File: src/rtl/uart_pkg.sv
// Shared UART types and helpers, used by the configurable receiver and the future transmitter.
package uart_pkg;

  typedef enum logic [2:0] {
    IDLE   = 3'd0,
    START  = 3'd1,
    DATA   = 3'd2,
    PARITY = 3'd3,
    STOP   = 3'd4
  } rx_state_t;

  typedef enum logic [1:0] {
    PAR_NONE = 2'd0,
    PAR_EVEN = 2'd1,
    PAR_ODD  = 2'd2
  } parity_t;

  function automatic logic maj3(input logic a, input logic b, input logic c);
    return (a & b) | (a & c) | (b & c);
  endfunction

endpackage

File: src/rtl/uart_baud_tick.sv
// Oversample prescaler: one-cycle tick every max(baud_div,1) clocks, restartable by clear.
module uart_baud_tick #(
  parameter int DIV_W = 16
) (
  input  logic             clk,
  input  logic             rst_n,
  input  logic [DIV_W-1:0] baud_div,
  input  logic             clear,
  output logic             tick
);

  logic [DIV_W-1:0] cnt_r;
  logic [DIV_W-1:0] last_s;

  // Terminal count; a divider of 0 behaves like 1
  always_comb begin
    if (baud_div == {DIV_W{1'b0}}) begin
      last_s = {DIV_W{1'b0}};
    end else begin
      last_s = baud_div - DIV_W'(1);
    end
  end

  // >= keeps the counter from running away if baud_div shrinks mid-count
  assign tick = !clear && (cnt_r >= last_s);

  // Prescaler counter
  always_ff @(posedge clk or negedge rst_n) begin
    if (!rst_n) begin
      cnt_r <= {DIV_W{1'b0}};
    end else if (clear || tick) begin
      cnt_r <= {DIV_W{1'b0}};
    end else begin
      cnt_r <= cnt_r + DIV_W'(1);
    end
  end

endmodule

File: src/rtl/uart_rx_cfg.sv
// Oversampling UART receiver with runtime parity / stop-bit configuration,
// majority-vote sampling, error flags and a valid/ready output register.
module uart_rx_cfg import uart_pkg::*; #(
  parameter int DATA_BITS  = 8,
  parameter int OVERSAMPLE = 16,
  parameter int DIV_W      = 16
) (
  input  logic                 clk,
  input  logic                 rst_n,
  input  logic [DIV_W-1:0]     baud_div,
  input  logic [1:0]           parity_mode,
  input  logic                 stop2,
  input  logic                 rx,
  input  logic                 rx_ready,
  output logic [DATA_BITS-1:0] rx_data,
  output logic                 rx_valid,
  output logic                 parity_err,
  output logic                 frame_err,
  output logic                 break_det,
  output logic                 overrun_err,
  output logic                 busy
);

  localparam int SW = $clog2(OVERSAMPLE);
  localparam int BW = $clog2(DATA_BITS + 1);
  localparam logic [SW-1:0] S_LO   = SW'(OVERSAMPLE / 2 - 1);
  localparam logic [SW-1:0] S_MID  = SW'(OVERSAMPLE / 2);
  localparam logic [SW-1:0] S_HI   = SW'(OVERSAMPLE / 2 + 1);
  localparam logic [SW-1:0] S_END  = SW'(OVERSAMPLE - 1);
  localparam logic [BW-1:0] B_LAST = BW'(DATA_BITS - 1);

  logic [1:0]           sync_r;
  logic                 rx_s;
  logic                 rx_prev_r;
  rx_state_t            state_r;
  logic [SW-1:0]        s_cnt_r;
  logic [BW-1:0]        bit_cnt_r;
  logic [1:0]           samp_r;
  logic [DATA_BITS-1:0] data_r;
  parity_t              par_mode_r;
  parity_t              cfg_par_s;
  logic                 stop2_r;
  logic                 stop_second_r;
  logic                 par_bit_r;
  logic                 par_err_r;
  logic                 frm_err_r;
  logic                 done_r;
  logic                 start_s;
  logic                 tick_s;
  logic                 vote_s;
  logic                 brk_s;

  assign rx_s    = sync_r[1];
  assign start_s = (state_r == IDLE) && rx_prev_r && !rx_s;
  assign vote_s  = maj3(samp_r[0], samp_r[1], rx_s);
  assign busy    = (state_r != IDLE);
  assign brk_s   = frm_err_r && (data_r == {DATA_BITS{1'b0}}) &&
                   ((par_mode_r == PAR_NONE) || !par_bit_r);

  // Reserved parity encoding falls back to no parity
  always_comb begin
    case (parity_mode)
      2'd1:    cfg_par_s = PAR_EVEN;
      2'd2:    cfg_par_s = PAR_ODD;
      default: cfg_par_s = PAR_NONE;
    endcase
  end

  uart_baud_tick #(.DIV_W(DIV_W)) u_tick (
    .clk      (clk),
    .rst_n    (rst_n),
    .baud_div (baud_div),
    .clear    (start_s),
    .tick     (tick_s)
  );

  // Two-flop synchroniser for the pad input
  always_ff @(posedge clk or negedge rst_n) begin
    if (!rst_n) begin
      sync_r <= 2'b11;
    end else begin
      sync_r <= {sync_r[0], rx};
    end
  end

  // Frame FSM: bit timing, majority sampling, shift register and error capture
  always_ff @(posedge clk or negedge rst_n) begin
    if (!rst_n) begin
      rx_prev_r     <= 1'b0;
      state_r       <= IDLE;
      s_cnt_r       <= {SW{1'b0}};
      bit_cnt_r     <= {BW{1'b0}};
      samp_r        <= 2'b00;
      data_r        <= {DATA_BITS{1'b0}};
      par_mode_r    <= PAR_NONE;
      stop2_r       <= 1'b0;
      stop_second_r <= 1'b0;
      par_bit_r     <= 1'b0;
      par_err_r     <= 1'b0;
      frm_err_r     <= 1'b0;
      done_r        <= 1'b0;
    end else begin
      done_r    <= 1'b0;
      rx_prev_r <= rx_s;
      if (start_s) begin
        state_r       <= START;
        s_cnt_r       <= {SW{1'b0}};
        bit_cnt_r     <= {BW{1'b0}};
        stop_second_r <= 1'b0;
        par_bit_r     <= 1'b0;
        par_err_r     <= 1'b0;
        frm_err_r     <= 1'b0;
        par_mode_r    <= cfg_par_s;
        stop2_r       <= stop2;
      end else if ((state_r != IDLE) && tick_s) begin
        s_cnt_r <= (s_cnt_r == S_END) ? {SW{1'b0}} : s_cnt_r + SW'(1);
        if (s_cnt_r == S_LO)  samp_r[0] <= rx_s;
        if (s_cnt_r == S_MID) samp_r[1] <= rx_s;
        if (s_cnt_r == S_HI) begin
          case (state_r)
            START: state_r <= vote_s ? IDLE : DATA;
            DATA: begin
              data_r <= {vote_s, data_r[DATA_BITS-1:1]};
              if (bit_cnt_r == B_LAST) begin
                bit_cnt_r <= {BW{1'b0}};
                state_r   <= (par_mode_r == PAR_NONE) ? STOP : PARITY;
              end else begin
                bit_cnt_r <= bit_cnt_r + BW'(1);
              end
            end
            PARITY: begin
              par_bit_r <= vote_s;
              par_err_r <= (par_mode_r == PAR_ODD) ? ~(^data_r ^ vote_s) : (^data_r ^ vote_s);
              state_r   <= STOP;
            end
            STOP: begin
              // A low stop bit ends the frame at once; a second stop bit is then not sampled
              if (!vote_s) begin
                frm_err_r <= 1'b1;
                state_r   <= IDLE;
                done_r    <= 1'b1;
              end else if (stop2_r && !stop_second_r) begin
                stop_second_r <= 1'b1;
              end else begin
                state_r <= IDLE;
                done_r  <= 1'b1;
              end
            end
            default: state_r <= IDLE;
          endcase
        end
      end
    end
  end

  // Output register with valid/ready hand-off and overrun detection
  always_ff @(posedge clk or negedge rst_n) begin
    if (!rst_n) begin
      rx_data     <= {DATA_BITS{1'b0}};
      rx_valid    <= 1'b0;
      parity_err  <= 1'b0;
      frame_err   <= 1'b0;
      break_det   <= 1'b0;
      overrun_err <= 1'b0;
    end else if (done_r) begin
      if (!rx_valid || rx_ready) begin
        rx_data     <= data_r;
        parity_err  <= par_err_r;
        frame_err   <= frm_err_r;
        break_det   <= brk_s;
        rx_valid    <= 1'b1;
        overrun_err <= 1'b0;
      end else begin
        overrun_err <= 1'b1;
      end
    end else begin
      overrun_err <= 1'b0;
      if (rx_valid && rx_ready) begin
        rx_valid <= 1'b0;
      end
    end
  end

endmodule

File: config.mk
export PLATFORM = sky130hd
export DESIGN_NAME = uart_rx_cfg
export DESIGN_NICKNAME = d
export VERILOG_FILES = /design/src/rtl/uart_pkg.sv /design/src/rtl/uart_baud_tick.sv /design/src/rtl/uart_rx_cfg.sv
export SDC_FILE = /design/constraint.sdc
export NUM_CORES = 1
export LEC_CHECK = 0
export ABC_AREA = 1
export CORE_MARGIN = 3
export CORE_UTILIZATION = 59
export CTS_BUF_LIST = sky130_fd_sc_hd__clkbuf_2 sky130_fd_sc_hd__clkbuf_4 sky130_fd_sc_hd__clkbuf_8
export CTS_CLUSTER_DIAMETER = 80
export DETAILED_ROUTE_END_ITERATION = 10
export PLACE_DENSITY = 0.82
export SYNTH_ARGS = -nofsm -noshare
export SYNTH_HDL_FRONTEND = slang
export SYNTH_SLANG_ARGS = --single-unit
File: constraint.sdc
create_clock -name clk -period 1.9 [get_ports clk]
set_input_delay 0.57 -clock clk [delete_from_list [all_inputs] [get_ports clk]]
set_output_delay 0.57 -clock clk [all_outputs]
set_load 0.05 [all_outputs]
# After elaboration in Yosys (flattened, before gate mapping)
# Cells that the tools add are included.
# word_totals
register_bits	61
latchBits	0
ram_bits	0
romBits	0
wordCells	142
n_memories	0
# op_classes
addsub	4
multipliers	0
div_mod_pow	0
magnitude_cmp	1
n_eq_ne	16
shifts	0
muxes	51
bitwise	8
n_reduce_logical	40
# ops
op	n
$mux W16	2
$mux W4	8
$mux W1	31
$mux W3	7
$add A16 B1 Y16 const B	1
$ge A16 B16 Y1	1
$logic_not A16 Y1	1
$reduce_bool A2 Y1	8
$sub A16 B1 Y16 const B	1
$eq A4 B4 Y1 const B	3
$pmux W3 S4	1
$reduce_and A3 Y1	4
$reduce_and A4 Y1	3
$add A4 B1 Y4 const B	2
$eq A4 B3 Y1 const B	2
$logic_and A1 B1 Y1	8
$logic_not A8 Y1	1
$reduce_xor A8 Y1	1
$eq A3 B2 Y1 const B	2
$logic_not A1 Y1	5
$reduce_and A5 Y1	1
$eq A2 B2 Y1 const B	2
$ne A2 B1 Y1 const B	2
$ne A4 B3 Y1 const B	1
other kinds (15)	22

# Depth between registers and ports, before layout
# logic_depth
ltp_word	10
depth_mapped	22
mapped_depth_nobuf	22

# Hierarchy
# From an unflattened synthesis, not the netlist that was laid out.
# hier_totals
cells_unflattened	499
area_unflattened_um2	3965.1
# by_module_without_submodules
module	n_inst	cells_each	area_per_inst_um2	seq_area_each_um2
uart_rx_cfg	1	269	2268.4	1128.6
uart_baud_tick	1	230	1696.6	400.4

# Worst setup path before layout
# OpenSTA, ideal clock, no wires.
# synth_timing
path_kind	input port to flip-flop
from	input port baud_div[0]
to	register bit_cnt_r[3]
setup_ps	127
arrival_ps	2520
required_time_ps	1773
path_slack_ps	-747
stages	15
n_path_buf	1
cell_sequence	inv_1 > ha_1 > nand2_1 > nor2_2 > nand4_1 > a21o_1 > ha_1 > nand2_1 > nor3_1 > nand2_1 > nand2_2 > nand3_4 > buf_6 > nand3_1 > o21ai_0
# synth_between
elab_chain_len	7
# synth_rtl
item	line	rtl
from (decl)	uart_rx_cfg.sv:10	input logic [DIV_W-1:0] baud_div,
$sub A16 B1 Y16 or $logic_not A16 Y1 (tied branches)	uart_baud_tick.sv:20, uart_baud_tick.sv:17	
$mux W16 *	uart_baud_tick.sv:17	if (baud_div == {DIV_W{1'b0}}) begin
$ge A16 B16 Y1 *	uart_baud_tick.sv:25	assign tick = !clear && (cnt_r >= last_s);
$logic_and A1 B1 Y1 *	uart_baud_tick.sv:25	
$logic_and A1 B1 Y1 *	uart_rx_cfg.sv:115	end else if ((state_r != IDLE) && tick_s) begin
$reduce_bool A2 Y1 (no source line) *	-	
$reduce_and A3 Y1 (no source line) *	-	
to (signal assigned)	uart_rx_cfg.sv:108	bit_cnt_r <= {BW{1'b0}};
to (signal assigned)	uart_rx_cfg.sv:125	bit_cnt_r <= {BW{1'b0}};
to (signal assigned)	uart_rx_cfg.sv:128	bit_cnt_r <= bit_cnt_r + BW'(1);
to (decl)	uart_rx_cfg.sv:37	logic [BW-1:0] bit_cnt_r;
# Mark *: on every way between the ends. The rest lies on a longest branch, timed or not.
# A chain may end at the register's enable or synchronous reset.

# Worst setup path after layout
# layout_timing
from	input port baud_div[3]
to	register bit_cnt_r[3]
# Same word-level chain as after synthesis.

==> impl_metrics.tcl <==
set metrics [dict create \
    path_cells "buf_2 > nor2_1 > nand2_2 > nor2_4 > nand2_2 > xnor2_1 > nand2_1 > ha_1 > nand4_1 > nor3_4 > nand2_2 > nand2_4 > buf_6 > nand3_4 > buf_4 > buf_12 > o21ai_1" \
    start_util_pct 62.5 \
    port_buffers 36 \
    p_leak_uw 0.00268 \
    yosysSeqAreaShare_pct 40.4 \
    period_minus_slack_ns 3.16 \
    min_path_type "in2async" \
    critPathRequiredTime_ns 2.16 \
    powerDensity_nw_per_um2 836 \
    rrSetupSlack_ns -0.47 \
    max_freq_ghz 0.316 \
    cp_slowest_cell "nor3_4" \
    vias 4628 \
    cts_buffers 9 \
    synth_top_area_cell "dfrtp_1" \
    cts_max_level 3 \
    syn_area_um2 3790 \
    syn2layout_area_growth_pct 47.9 \
    clockBufferDepth 2 \
    grt.overflow.total 0 \
    tightest_slew_ns 0.609 \
    hold_viol 0 \
    crit_path_start_kind "input pin" \
    crit_buf_inv 4 \
    track_usage_pct 37.1 \
    cts-hold-fix-buffers 0 \
    synth_edf_count 0 \
    cts_sinks 61 \
    synth_common_cells "nand2_1 (124), inv_1 (64), dfrtp_1 (59)" \
    chipWidth_um 86.1 \
    clk_pin_slew_worst_paths_ns 0.08 \
    dp_hpwl_um 7190 \
    yosys_most_used_dff "dfrtp_1" \
    fin_cells 683 \
    first_global_vias 4360 \
    coreArea_um2 6060 \
    route.detailed.drc 0 \
    first_iter_violations 670 \
    worst_slack_ns -1.26 \
    cpMostUsedCell "nand2_2" \
    grt_pass1_wl_um 21100 \
    critPathArrivalTime_ns 3.42 \
    synth_cells 486 \
    synthTopCellsByArea "dfrtp_1 (39%), nand2_1 (12%), ha_1 (8.9%)" \
    antenna_cells 0 \
    ir_drop_mv 1.17 \
    violations "setup timing" \
    placed_cells 636 \
    synth_top_area_share_pct 39.0 \
    boundaryPins 37 \
    synth_most_common_cell "nand2_1" \
    detailed_place.area_um2 4650 \
    ant_nets 0 \
    cts_root_buf "clkbuf_8" \
    critical_path.top_delay_family "simple AND/OR/NAND/NOR gates" \
    crit_type "in2reg" \
    design_area_um2 5600 \
    synthesis.nets 536 \
    drive_gt1_share_pct 41.4 \
    die_h_um 86.1 \
    async_flop_share_pct 100 \
    ys_ff_latch 61 \
    post-route-period-util_pct 166 \
    avgSynthCellArea_um2 7.79 \
    outcome "finished with violations" \
    gp_congestion 0.889 \
    final-setup-viol-count 43 \
    finalPower_uw 4680 \
    drv_cap 0 \
    crit_path_max_fanout 5 \
    slew_headroom_pct 59.0 \
    wl_um 16400 \
    end_kind "flop" \
    fin_nets 653 \
    antenna_found_initial 0 \
    slowest_delay_ns 0.34 \
    cts_tree "yes" \
    rows 28 \
    fin_skew_ns 0.00957 \
    dr.pass1.iters 8 \
    fin_util_pct 92.4 \
    viasPerCell 6.78 \
    drv_slew 0 \
    routedWlPerCell_um 24.0 \
    rsz0062_at_grt "true" \
    insertion_delay_ns 0.36 \
    grt_start_max_net_pins 33 \
    die-area_um2 7420 \
    ys_types 39 \
    ys_warn_count 0 \
]
## sequential cells by signal (all words and copies together), names as in the netlist, 2 cells and up
signal,count
state_r,3
u_tick.cnt_r,16
sync_r,2
samp_r,2
s_cnt_r,4
rx_data,8
bit_cnt_r,4
data_r,8
par_mode_r,2
## worst reg2reg max path, stage by stage, from the launching register on
cell and delay [ns]:
dfrtp_1 0.39, ha_1 0.35, nand4_1 0.23, nor3_4 0.34, nand2_2 0.11, nand2_4 0.11
buf_6 0.10, nand3_4 0.12, buf_4 0.18, buf_12 0.13, o21ai_1 0.21
## area by class of cell
type | count | area, um^2
Multi-Input combinational cell | 355 | 2520
Sequential cell | 61 | 1530
Timing Repair Buffer | 110 | 986
Fill cell | 210 | 460
Inverter | 65 | 259
Clock buffer | 9 | 124
Tap cell | 75 | 93.8
Clock inverter | 7 | 73.8
Timing Repair inverter | 1 | 11.3
## per-stage QoR
| stage | setup slack [ns] | hold slack (ns) | TNS (ns) |
|---|---|---|---|
| final | -1.26 | 0.0834 | -44.55 |
| after global routing | -1.33 | 0.0819 | -48.13 |
| after CTS | -0.781 | 0.0915 | -29.91 |
| after detailed placement | -1.69 | 0.354 | -67.15 |
| after global placement | -1.62 | 0.351 | -63.98 |
| after floorplan | -0.667 | 0.274 | -26.30 |
## cells by family (layout without fill, tap and decap cells)
kind of cell / after synthesis / count (layout) / share of synthesized area, %
compound gates: 58 / 58 / 8.99
fa+ha+maj: 27 / 27 / 8.92
flops: 61 / 61 / 40.4
buf+inv: 71 / 192 / 7.57
xor+xnor: 16 / 16 / 3.70
simple gates: 253 / 254 / 30.5
## path summary, 6_finish.rpt
check                                      start          endpoint  cells after the start
worst max-delay path                 baud_div[3]      bit_cnt_r[3]                     17
worst min-delay path                       rst_n  u_tick.cnt_r[12]                      1
worst max register to register  u_tick.cnt_r[11]      bit_cnt_r[3]                     10
worst min register to register         sync_r[0]         sync_r[1]                      0
max in group asynchronous                  rst_n         data_r[5]                      2
min in group clk                       sync_r[0]         sync_r[1]                      0
## power breakdown
group / leakage, uW / internal, uW / switching [uW] / total (uW)
Sequential: 0.000823 / 1470 / 215 / 1690
Clock: 0.0000996 / 610 / 597 / 1210
Combinational: 0.00176 / 647 / 1140 / 1790
Total: 0.00268 / 2730 / 1950 / 4680
## layout by cell type (no fill, tap or decap), types with 8 or more instances in the layout
master	count
a21oi_2	11
buf_4	67
buf_6	20
clkbuf_8	9
dfrtp_1	59
ha_1	21
inv_1	54
nand2_1	95
nand2_2	23
nand2_4	9
nand3_1	23
nand4_1	15
nor2_1	24
nor2_2	15
nor2_4	14
o21ai_0	15
o21ai_2	13
xnor2_1	8
## layer usage
layer,global-route usage [%],vias to the layer above,share of wire (%)
met5,0,-,0
met4,20.3,0,10
met3,9.13,208,12
met2,63.1,490,44
met1,42.7,2107,33
li1,-,1823,-
## what timing repair did
| action | 4_1_cts | 5_1_grt |
|---|---|---|
| cloned | 4 | 1 |
| endpoints found under the setup margin | 42 | 43 |
| resized for setup | 146 | 48 |
| pin swaps | 40 | 14 |
| buffers inserted | 22 | 6 |
Note: power is estimated with default switching activity, not from simulation.
